### config.mk
export PLATFORM = sky130hd
export DESIGN_NAME = ysyx_22040237_mem_arb
export DESIGN_NICKNAME = d
export VERILOG_FILES = /design/src/rtl/ysyx_22040237_mem_arb_pkg.sv /design/src/rtl/ysyx_22040237_mem_arb.sv
export SDC_FILE = /design/constraint.sdc
export NUM_CORES = 1
export LEC_CHECK = 0
export CORE_AREA = 2 2 210 212
export CTS_BUF_LIST = sky130_fd_sc_hd__clkbuf_4 sky130_fd_sc_hd__clkbuf_8 sky130_fd_sc_hd__clkbuf_16
export CTS_CLUSTER_DIAMETER = 200
export DETAILED_ROUTE_END_ITERATION = 7
export DIE_AREA = 0 0 212 214
export PLACE_DENSITY_LB_ADDON = 0.2
export SETUP_SLACK_MARGIN = 0.3
export SLEW_MARGIN = 30
export SYNTH_ARGS = -nofsm -noshare
export SYNTH_HDL_FRONTEND = slang
export SYNTH_SLANG_ARGS = --single-unit
### constraint.sdc
create_clock -name clk -period 3.1 [get_ports clk]
set_clock_uncertainty 0.2 [all_clocks]
set_input_delay 0.31 -clock clk [delete_from_list [all_inputs] [get_ports clk]]
set_output_delay 0.31 -clock clk [all_outputs]
set_load 0.01 [all_outputs]
### src/rtl/ysyx_22040237_mem_arb_pkg.sv
// Shared definitions for the IFU/LSU memory arbiter: FSM state encoding,
// owner encoding and the arbitration rule used in IDLE.
package ysyx_22040237_mem_arb_pkg;

  typedef enum logic [1:0] {
    ST_IDLE = 2'd0,
    ST_REQ  = 2'd1,
    ST_RESP = 2'd2
  } arb_state_e;

  typedef enum logic {
    OWN_IFU = 1'b0,
    OWN_LSU = 1'b1
  } arb_owner_e;

  // A lone requester always wins; under contention the side that was not
  // served last wins, so IFU and LSU alternate.
  function automatic arb_owner_e pick_owner(input logic       ifu_req,
                                            input logic       lsu_req,
                                            input arb_owner_e last_owner);
    if (ifu_req && lsu_req) begin
      return (last_owner == OWN_IFU) ? OWN_LSU : OWN_IFU;
    end else if (lsu_req) begin
      return OWN_LSU;
    end else begin
      return OWN_IFU;
    end
  endfunction

endpackage

### src/rtl/ysyx_22040237_mem_arb.sv
// ysyx_22040237_mem_arb: shares one memory port between the instruction
// fetch unit and the load/store unit, one transaction in flight at a time.
// Optional watchdog: define YSYX_22040237_MEM_ARB_TIMEOUT_EN to add the
// TIMEOUT_CYC cycle watchdog and the sticky timeout_o port.
module ysyx_22040237_mem_arb
  import ysyx_22040237_mem_arb_pkg::*;
#(
  parameter int ADDR_W      = 64,
  parameter int DATA_W      = 64,
  parameter int TIMEOUT_CYC = 255
) (
  input  logic                clk,
  input  logic                rst,
  input  logic                ifu_req_i,
  input  logic [ADDR_W-1:0]   ifu_addr_i,
  output logic                ifu_gnt_o,
  output logic                ifu_rvalid_o,
  output logic [DATA_W-1:0]   ifu_rdata_o,
  input  logic                lsu_req_i,
  input  logic                lsu_we_i,
  input  logic [ADDR_W-1:0]   lsu_addr_i,
  input  logic [DATA_W-1:0]   lsu_wdata_i,
  input  logic [DATA_W/8-1:0] lsu_wmask_i,
  output logic                lsu_gnt_o,
  output logic                lsu_rvalid_o,
  output logic [DATA_W-1:0]   lsu_rdata_o,
  output logic                mem_req_o,
  output logic                mem_we_o,
  output logic [ADDR_W-1:0]   mem_addr_o,
  output logic [DATA_W-1:0]   mem_wdata_o,
  output logic [DATA_W/8-1:0] mem_wmask_o,
  input  logic                mem_gnt_i,
  input  logic                mem_rvalid_i,
  input  logic [DATA_W-1:0]   mem_rdata_i,
  output logic                busy_o
`ifdef YSYX_22040237_MEM_ARB_TIMEOUT_EN
  ,
  output logic                timeout_o
`endif
);

  if (((DATA_W % 8) != 0) || (TIMEOUT_CYC < 1)) begin : g_param_check
    $error("ysyx_22040237_mem_arb: DATA_W must be a multiple of 8 and TIMEOUT_CYC at least 1");
  end

  arb_state_e          state_q;
  arb_owner_e          owner_q;
  arb_owner_e          last_owner_q;
  logic                we_q;
  logic [ADDR_W-1:0]   addr_q;
  logic [DATA_W-1:0]   wdata_q;
  logic [DATA_W/8-1:0] wmask_q;

  arb_owner_e          selOwner;
  logic                timeoutHit;
  logic                gntFire;
  logic                rvalidFire;
  logic [DATA_W-1:0]   respData;

  assign selOwner = pick_owner(ifu_req_i, lsu_req_i, last_owner_q);

`ifdef YSYX_22040237_MEM_ARB_TIMEOUT_EN
  localparam int CNT_W = $clog2(TIMEOUT_CYC + 1);

  logic [CNT_W-1:0] cnt_q;
  logic             timeout_q;

  assign timeoutHit = (state_q != ST_IDLE) && (cnt_q == CNT_W'(TIMEOUT_CYC - 1));
  assign timeout_o  = timeout_q;

  // Watchdog: count cycles spent in REQ/RESP, restart from zero in IDLE
  always_ff @(posedge clk or negedge rst) begin
    if (!rst) begin
      cnt_q     <= '0;
      timeout_q <= 1'b0;
    end else begin
      if (state_q == ST_IDLE) begin
        cnt_q <= '0;
      end else begin
        cnt_q <= cnt_q + CNT_W'(1);
      end
      if (timeoutHit) begin
        timeout_q <= 1'b1;
      end
    end
  end
`else
  assign timeoutHit = 1'b0;
`endif

  // Arbitration FSM: pick and latch a transaction in IDLE, present it in REQ,
  // wait for the response in RESP
  always_ff @(posedge clk or negedge rst) begin
    if (!rst) begin
      state_q      <= ST_IDLE;
      owner_q      <= OWN_IFU;
      last_owner_q <= OWN_IFU;
      we_q         <= 1'b0;
      addr_q       <= '0;
      wdata_q      <= '0;
      wmask_q      <= '0;
    end else begin
      unique case (state_q)
        ST_IDLE: begin
          if (ifu_req_i || lsu_req_i) begin
            owner_q <= selOwner;
            state_q <= ST_REQ;
            if (selOwner == OWN_LSU) begin
              we_q    <= lsu_we_i;
              addr_q  <= lsu_addr_i;
              wdata_q <= lsu_wdata_i;
              wmask_q <= lsu_wmask_i;
            end else begin
              we_q    <= 1'b0;
              addr_q  <= ifu_addr_i;
              wdata_q <= '0;
              wmask_q <= '0;
            end
          end
        end
        ST_REQ: begin
          if (timeoutHit) begin
            state_q      <= ST_IDLE;
            last_owner_q <= owner_q;
          end else if (mem_gnt_i) begin
            state_q <= ST_RESP;
          end
        end
        ST_RESP: begin
          if (mem_rvalid_i || timeoutHit) begin
            state_q      <= ST_IDLE;
            last_owner_q <= owner_q;
          end
        end
        default: state_q <= ST_IDLE;
      endcase
    end
  end

  assign busy_o      = (state_q != ST_IDLE);
  assign mem_req_o   = (state_q == ST_REQ);
  assign mem_we_o    = we_q;
  assign mem_addr_o  = addr_q;
  assign mem_wdata_o = wdata_q;
  assign mem_wmask_o = wmask_q;

  assign gntFire    = (state_q == ST_REQ) && (mem_gnt_i || timeoutHit);
  assign rvalidFire = ((state_q == ST_RESP) && mem_rvalid_i) || timeoutHit;
  assign respData   = ((state_q == ST_RESP) && mem_rvalid_i) ? mem_rdata_i : '0;

  assign ifu_gnt_o    = gntFire && (owner_q == OWN_IFU);
  assign lsu_gnt_o    = gntFire && (owner_q == OWN_LSU);
  assign ifu_rvalid_o = rvalidFire && (owner_q == OWN_IFU);
  assign lsu_rvalid_o = rvalidFire && (owner_q == OWN_LSU);
  assign ifu_rdata_o  = ifu_rvalid_o ? respData : '0;
  assign lsu_rdata_o  = lsu_rvalid_o ? respData : '0;

endmodule

==> flow_summary_export.csv, run 1 <==
group,metric,value,unit
cts,numClockSinks,141,
yosys,syn-instance-count,532,
detailed_routing,route.detailed.vias_per_inst,3.680,
sta,fin_crit,2.775,ns
critical_path,startpoint_type,"flop",
sta,rsz0062_at_grt,"true",
cts,clk_latency,0.42,ns
detailed_routing,drt_pass1_iterations,4,
power_and_ir_drop,ir_drop,0.0003943,V
min_path,hold_class,"primary input to asynchronous set/reset pin",
sta,hold_viol_final,0,
global_routing,grt_pass1_vias,6464,
outcome,outcome,"complete, no violations",
cts,cts_buffers,17,
critical_path,cp-end-kind,"output port",
floorplan,core_area,42890,µm²
cells_and_area,area_growth,105.0,%
sta,fin_crit_sh,89.52,%
cts,cts_buffer_depth,2,
sta,tightest_slew,0.5355,ns
placement,io_buffers,541,
yosys,avgSynthCellArea,12.67,µm²
sta,finalSetupViolCount,0,
cts,cts_tree,"done",
sta,slew_violations,0,
detailed_routing,dr.first_iter.drc_count,160,
cts,cts.htree.levels,4,
global_routing,grt_max_degree,74,
floorplan,die_y,214,µm
detailed_routing,vias,6161,
critical_path,worst_ep_arrival_time,2.27,ns
sta,max_slew_margin,64.30,%
yosys,yosys_warnings,0,
run,drv_cap,0,
floorplan,io_pins,542,
global_routing,grt.overflow.total,0,
cts,cts_root_buf,"clkbuf_16",
yosys,ys_seq_elements,141,
detailed_routing,routed_wl,29970,µm
floorplan,dieArea,45370,µm²
critical_path,path_max_fanout,16,
critical_path,path_class,"flop to output port",
detailed_routing,avgRoutedWirePerCell,17.90,µm
global_routing,grt_util_all_layers,12.58,%
floorplan,start_util,15.71,%
cells_and_area,nets,1346,
critical_path,required,2.59,ns
critical_path,crit_start,"state_q[0]",
critical_path,worstReg2RegStart,"last_owner_q",
detailed_routing,drc,0,
detailed_routing,postRouteAntennaNets,0,
yosys,ys_seq_area_share,52.36,%
yosys,synth_area,6739,µm²
floorplan,die_w,212,µm
sta,fmax,0.3603,GHz
power_and_ir_drop,power_leakage,0.006261,µW
placement,place_congestion,0.8334,
cells_and_area,final_area,13810,µm²
yosys,ys_types,21,
power_and_ir_drop,p_per_area,779.6,nW/µm²
cells_and_area,drive_gt1_share,16.10,%
placement,placed_area,12920,µm²
global_routing,antenna_found_initial,3,
cts,path_clk_slew,0.07,ns
sta,timing.setup.tns,0,ns
floorplan,rows,76,
global_routing,grt_pass1_wl,42550,µm
placement,place_hpwl,22620,µm
yosys,syn_nets,803,
cell usage after synthesis:
| library cell | count | area (µm²) |
|---|---|---|
| dfrtp_1 | 141 | 3528 |
| and2_1 | 128 | 800.8 |
| mux2_2 | 112 | 1261 |
| a22o_1 | 73 | 639.4 |
| mux2_1 | 16 | 180.2 |
| clkbuf_1 | 15 | 56.30 |
| buf_2 | 13 | 65.06 |
| buf_4 | 7 | 52.55 |
| buf_1 | 6 | 22.52 |
| nor2_1 | 5 | 18.77 |
| buf_6 | 3 | 33.78 |
| a21o_1 | 2 | 15.01 |
| inv_1 | 2 | 7.510 |
| o21ai_0 | 2 | 10.01 |
| a21bo_2 | 1 | 10.01 |
| nand2_1 | 1 | 3.750 |
| nand2b_1 | 1 | 6.260 |
| nand3b_1 | 1 | 7.510 |
| nor2b_1 | 1 | 6.260 |
| o21bai_1 | 1 | 7.510 |
| or2_1 | 1 | 6.260 |
stage by stage:
step	utilization, %	std cells	worst slack [ns]	power, µW	hold slack, ns
after floorplan	-	532	1.266	5529	-0.1856
after global placement	30.13	1630	0.3897	8705	0.1226
after detailed placement	30.13	1630	0.3990	8676	0.1222
after CTS	31.56	1662	0.2602	10930	0.2065
after global routing	32.21	1674	0.1910	11460	0.2445
final	32.21	1674	0.3247	10770	0.2126
power breakdown:
| part | internal, µW | switching [µW] |
|---|---|---|
| logic | 3250 | 2140 |
| clock network | 1290 | 844 |
| registers | 2770 | 481 |
| total | 7310 | 3460 |
layout make-up:
type | instances | area [µm²]
fill | 4374 | 29070
timing repair buffer | 568 | 5923
sequential | 141 | 3528
multi-input combinational | 345 | 3013
tap | 585 | 732.0
clock buffer | 18 | 439.2
clock inverter | 13 | 163.9
inverter | 2 | 7.507
antenna | 2 | 5.005
metal layers:
| metal | global-route usage, % | routed length (µm) |
|---|---|---|
| met1 | 15.07 | 12820 |
| met2 | 20.78 | 14010 |
| met3 | 5.454 | 2899 |
| met4 | 2.700 | 225 |
| met5 | 0 | 12 |
final timing paths:
path	to	slack, ns	cells past startpoint
max reg2reg	mem_addr_o[11]	1.08	4
max	ifu_rdata_o[12]	0.32	6
min	mem_wdata_o[26]	0.21	2
min in group clk	mem_wmask_o[7]	0.28	2
min reg2reg	mem_addr_o[41]	0.30	1
max in group asynchronous	mem_wdata_o[39]	1.83	3
cells by family after synthesis:
group                  synth area share [%]
and+or+nand+nor                       12.61
DFF                                   52.36
buffers and inverters                 3.528
muxes                                 21.39
AOI/OAI and AO/OA                     10.12
cell usage in the layout (no fill, tap or decap), types with 2 or more instances in the layout:
cell type	synthesis	layout
a21o_1	2	2
a22o_1	73	73
and2_1	128	128
buf_12	0	10
buf_4	7	10
buf_6	3	2
buf_8	0	2
bufinv_16	0	3
clkbuf_16	0	20
clkdlybuf4s50_1	0	498
clkinv_2	0	3
clkinv_4	0	2
clkinvlp_4	0	2
dfrtp_1	141	141
diode_2	0	2
dlymetal6s2s_1	0	42
inv_1	2	2
inv_6	0	3
mux2_1	16	16
mux2_2	112	112
nor2_1	5	2
nor2_4	0	3
o21ai_0	2	2
registers in the layout, summed over array words and instances, names as in the netlist:
register / cells
mem_addr_o: 64
mem_wdata_o: 64
mem_wmask_o: 8
state_q: 2
last_owner_q: 1
mem_we_o: 1
owner_q: 1
critical path, stage by stage, from the launching register on:
cell and delay, ns:
dfrtp_1 0.39, nand3b_1 0.28, nor2_4 0.14, buf_4 0.17, clkbuf_16 0.18, and2_1 0.13
clkdlybuf4s50_1 0.55
repair_timing:
item | CTS | global route
hold buffers | 1 | 0
gates resized for setup | 0 | 46
buffers inserted | 0 | 4
endpoints found under the setup margin | 2 | 128
gates cloned | 0 | 6
hold endpoints to repair | 47 | 0
Power figures use the tool's default switching activity.
==> run 2, diff against run 1 <==
--- a/config.mk
+++ b/config.mk
@@ -5,7 +5,7 @@
 export SDC_FILE = /design/constraint.sdc
 export NUM_CORES = 1
 export LEC_CHECK = 0
-export CORE_AREA = 2 2 210 212
+export CORE_AREA = 5 5 207 209
 export CTS_BUF_LIST = sky130_fd_sc_hd__clkbuf_4 sky130_fd_sc_hd__clkbuf_8 sky130_fd_sc_hd__clkbuf_16
 export CTS_CLUSTER_DIAMETER = 200
 export DETAILED_ROUTE_END_ITERATION = 7
==> constraint.sdc (replaced) <==
create_clock -name clk -period 3.1 [get_ports clk]
set_clock_uncertainty 0.2 [all_clocks]
set_input_delay 0.465 -clock clk [delete_from_list [all_inputs] [get_ports clk]]
set_output_delay 0.465 -clock clk [all_outputs]
set_load 0.01 [all_outputs]
==> run 2 against run 1 <==
Net effect:
- via count shrank 0.34%
- sequential power is essentially flat
- critical path depth is the same
- non-clock buffer count shrank 2
- design area shrank 1.5%
- clock power is essentially flat
- combinational power shrank 0.7%
- power shrank 0.49%
- utilization grew 1.3 points
- register-to-register slack gained 0.07 ns
- first-iteration DRC count grew 8.1%
- critical path type is now primary input to output port
- largest power group unchanged
==> flow_summary_export.csv, run 2 (same netlist as run 1, synthesis figures left out) <==
group,metric,value,unit
outcome,outcome,"complete, no violations",
critical_path,cp_common_cell,"clkdlybuf4s50_1",
critical_path,path_class,"primary input to output port",
detailed_routing,route.detailed.vias_per_inst,3.792,
power_and_ir_drop,power_leakage,0.006143,µW
placement,place_hpwl,23740,µm
placement,io_buffers,541,
global_routing,grt.overflow.total,0,
cts,clk_latency,0.43,ns
cells_and_area,area_growth,101.9,%
detailed_routing,routed_wl,30990,µm
cells_and_area,drive_gt1_share,15.94,%
critical_path,worst_ep_arrival_time,2.31,ns
detailed_routing,drc,0,
sta,fin_crit_sh,96.01,%
cells_and_area,final_area,13600,µm²
global_routing,grt_pass1_vias,6658,
cts,cts.htree.levels,4,
cts,cts_tree,"done",
cells_and_area,multiInputGateArea,3013,µm²
cts,numClockSinks,141,
critical_path,cp-end-kind,"output port",
sta,timing.setup.tns,0,ns
sta,max_slew_margin,52.92,%
detailed_routing,wl_met2,14550,µm
cells_and_area,nets,1344,
floorplan,dieArea,45370,µm²
run,drv_cap,0,
detailed_routing,dr.first_iter.drc_count,173,
sta,tightest_slew,0.7062,ns
sta,fin_crit,2.976,ns
global_routing,grt_max_degree,75,
global_routing,grt_pass1_wl,44430,µm
placement,placed_area,12810,µm²
sta,rsz0062_at_grt,"true",
critical_path,path_cells,"clkdlybuf4s50_1 -> nand3b_1 -> nor2_4 -> buf_12 -> and2_1 -> clkdlybuf4s50_1",
sta,finalSetupViolCount,0,
cells_and_area,num-fill-cells,4131,
detailed_routing,vias,6140,
global_routing,antenna_found_initial,2,
critical_path,startpoint_type,"primary input",
sta,fmax,0.3360,GHz
critical_path,required,2.43,ns
sta,hold_viol_final,0,
critical_path,max_stage_delay,0.60,ns
floorplan,rows,74,
floorplan,die_w,212,µm
sta,slew_violations,0,
cells_and_area,layout_commonest_cell,"clkdlybuf4s50_1",
detailed_routing,top_layer_used,"met4",
floorplan,start_util,16.58,%
cells_and_area,most-common-layout-cells,"474 x clkdlybuf4s50_1, 141 x dfrtp_1, 128 x and2_1",
power_and_ir_drop,p_per_area,787.6,nW/µm²
detailed_routing,wl_met1,12910,µm
cts,cts_root_buf,"clkbuf_16",
cts,cts_buffer_depth,2,
floorplan,io_pins,542,
cells_and_area,ff_latch_area,3528,µm²
min_path,hold_class,"flop to flop",
detailed_routing,drt_pass1_iterations,4,
cts,path_clk_slew,0.06,ns
floorplan,core_area,40650,µm²
critical_path,path_max_fanout,33,
detailed_routing,postRouteAntennaNets,0,
min_path,holdPathStages,1,
placement,place_congestion,0.7949,
critical_path,reg2reg_depth,4,
cts,cts_buffers,17,
detailed_routing,wl_met3,2987,µm
floorplan,die_y,214,µm
cells_and_area,post-route-util,33.47,%
detailed_routing,avgRoutedWirePerCell,19.14,µm
global_routing,grt_util_all_layers,12.87,%
power_and_ir_drop,ir_drop,0.0004720,V
critical_path,cp_slowest_cell,"clkdlybuf4s50_1",
[run 2: cell count changes in the layout (fill, tap and decap cells not counted), sizes merged]
| cell | change |
|---|---|
| dlymetal6s2s | -15 |
| clkinv | -1 |
| buf | -1 |
| clkinvlp | +1 |
| clkdlybuf4s50 | -24 |
| inv | +1 |
| clkbuf | -2 |
| dlygate4sd2 | +39 |
[run 2: critical path: cells and delay by family]
kind | cells | cell delay [ns]
buffers and inverters | 3 | 1.29
and+or+nand+nor | 3 | 0.54
[run 2: cell type report]
| type | instances | area share [%] |
|---|---|---|
| repair buffers | 566 | 42.57 |
| clock buffers | 17 | 3.127 |
| flip-flops and latches | 141 | 25.94 |
| diodes | 2 | 0.03679 |
| inverters | 2 | 0.05518 |
| clock inverters | 14 | 1.232 |
| multi-input cells | 345 | 22.15 |
| well taps | 532 | 4.893 |
[run 2: power by group]
part           switching (µW)  leakage, µW  internal [µW]
Combinational            2150      0.00412           3190
Sequential                494      0.00174           2770
Clock                     846     0.000286           1260
[run 2: path summary, 6_finish.rpt]
kind / slack [ns] / start / endpoint
min reg2reg: 0.30 / mem_addr_o[18] / mem_addr_o[18]
max: 0.12 / mem_rvalid_i / ifu_rdata_o[1]
min in group asynchronous: 0.38 / rst / mem_wdata_o[16]
max in group asynchronous: 1.56 / rst / mem_wdata_o[56]
max reg2reg: 1.15 / state_q[1] / mem_addr_o[31]
min: 0.30 / mem_addr_o[18] / mem_addr_o[18]
[run 2: metal layers]
metal  vias to the layer above  global-route usage (%)
li1                       2961                       -
met1                      2872                   15.30
met2                       278                   21.07
met3                        29                   5.369
met4                         0                   4.144
met5                         -                       0
[run 2: timing repair]
item | 4_1_cts | 5_1_grt
setup buffers | 3 | 4
pin swaps | 0 | 1
cloned | 1 | 3
hold buffers | 1 | 0
setup endpoints to repair | 129 | 91
resized for setup | 41 | 29
endpoints found under the hold margin | 65 | 0
[run 2: per-stage QoR]
stage / total power [µW] / hold WS (ns) / setup slack [ns] / cells
floorplan: 5529 / -0.03059 / 1.092 / 532
global placement: 8716 / 0.2857 / 0.09066 / 1574
detailed placement: 8684 / 0.2911 / 0.07763 / 1574
CTS: 10900 / 0.3052 / 0.07450 / 1610
global route: 11370 / 0.3075 / 0.08616 / 1618
finish: 10720 / 0.3020 / 0.1237 / 1619
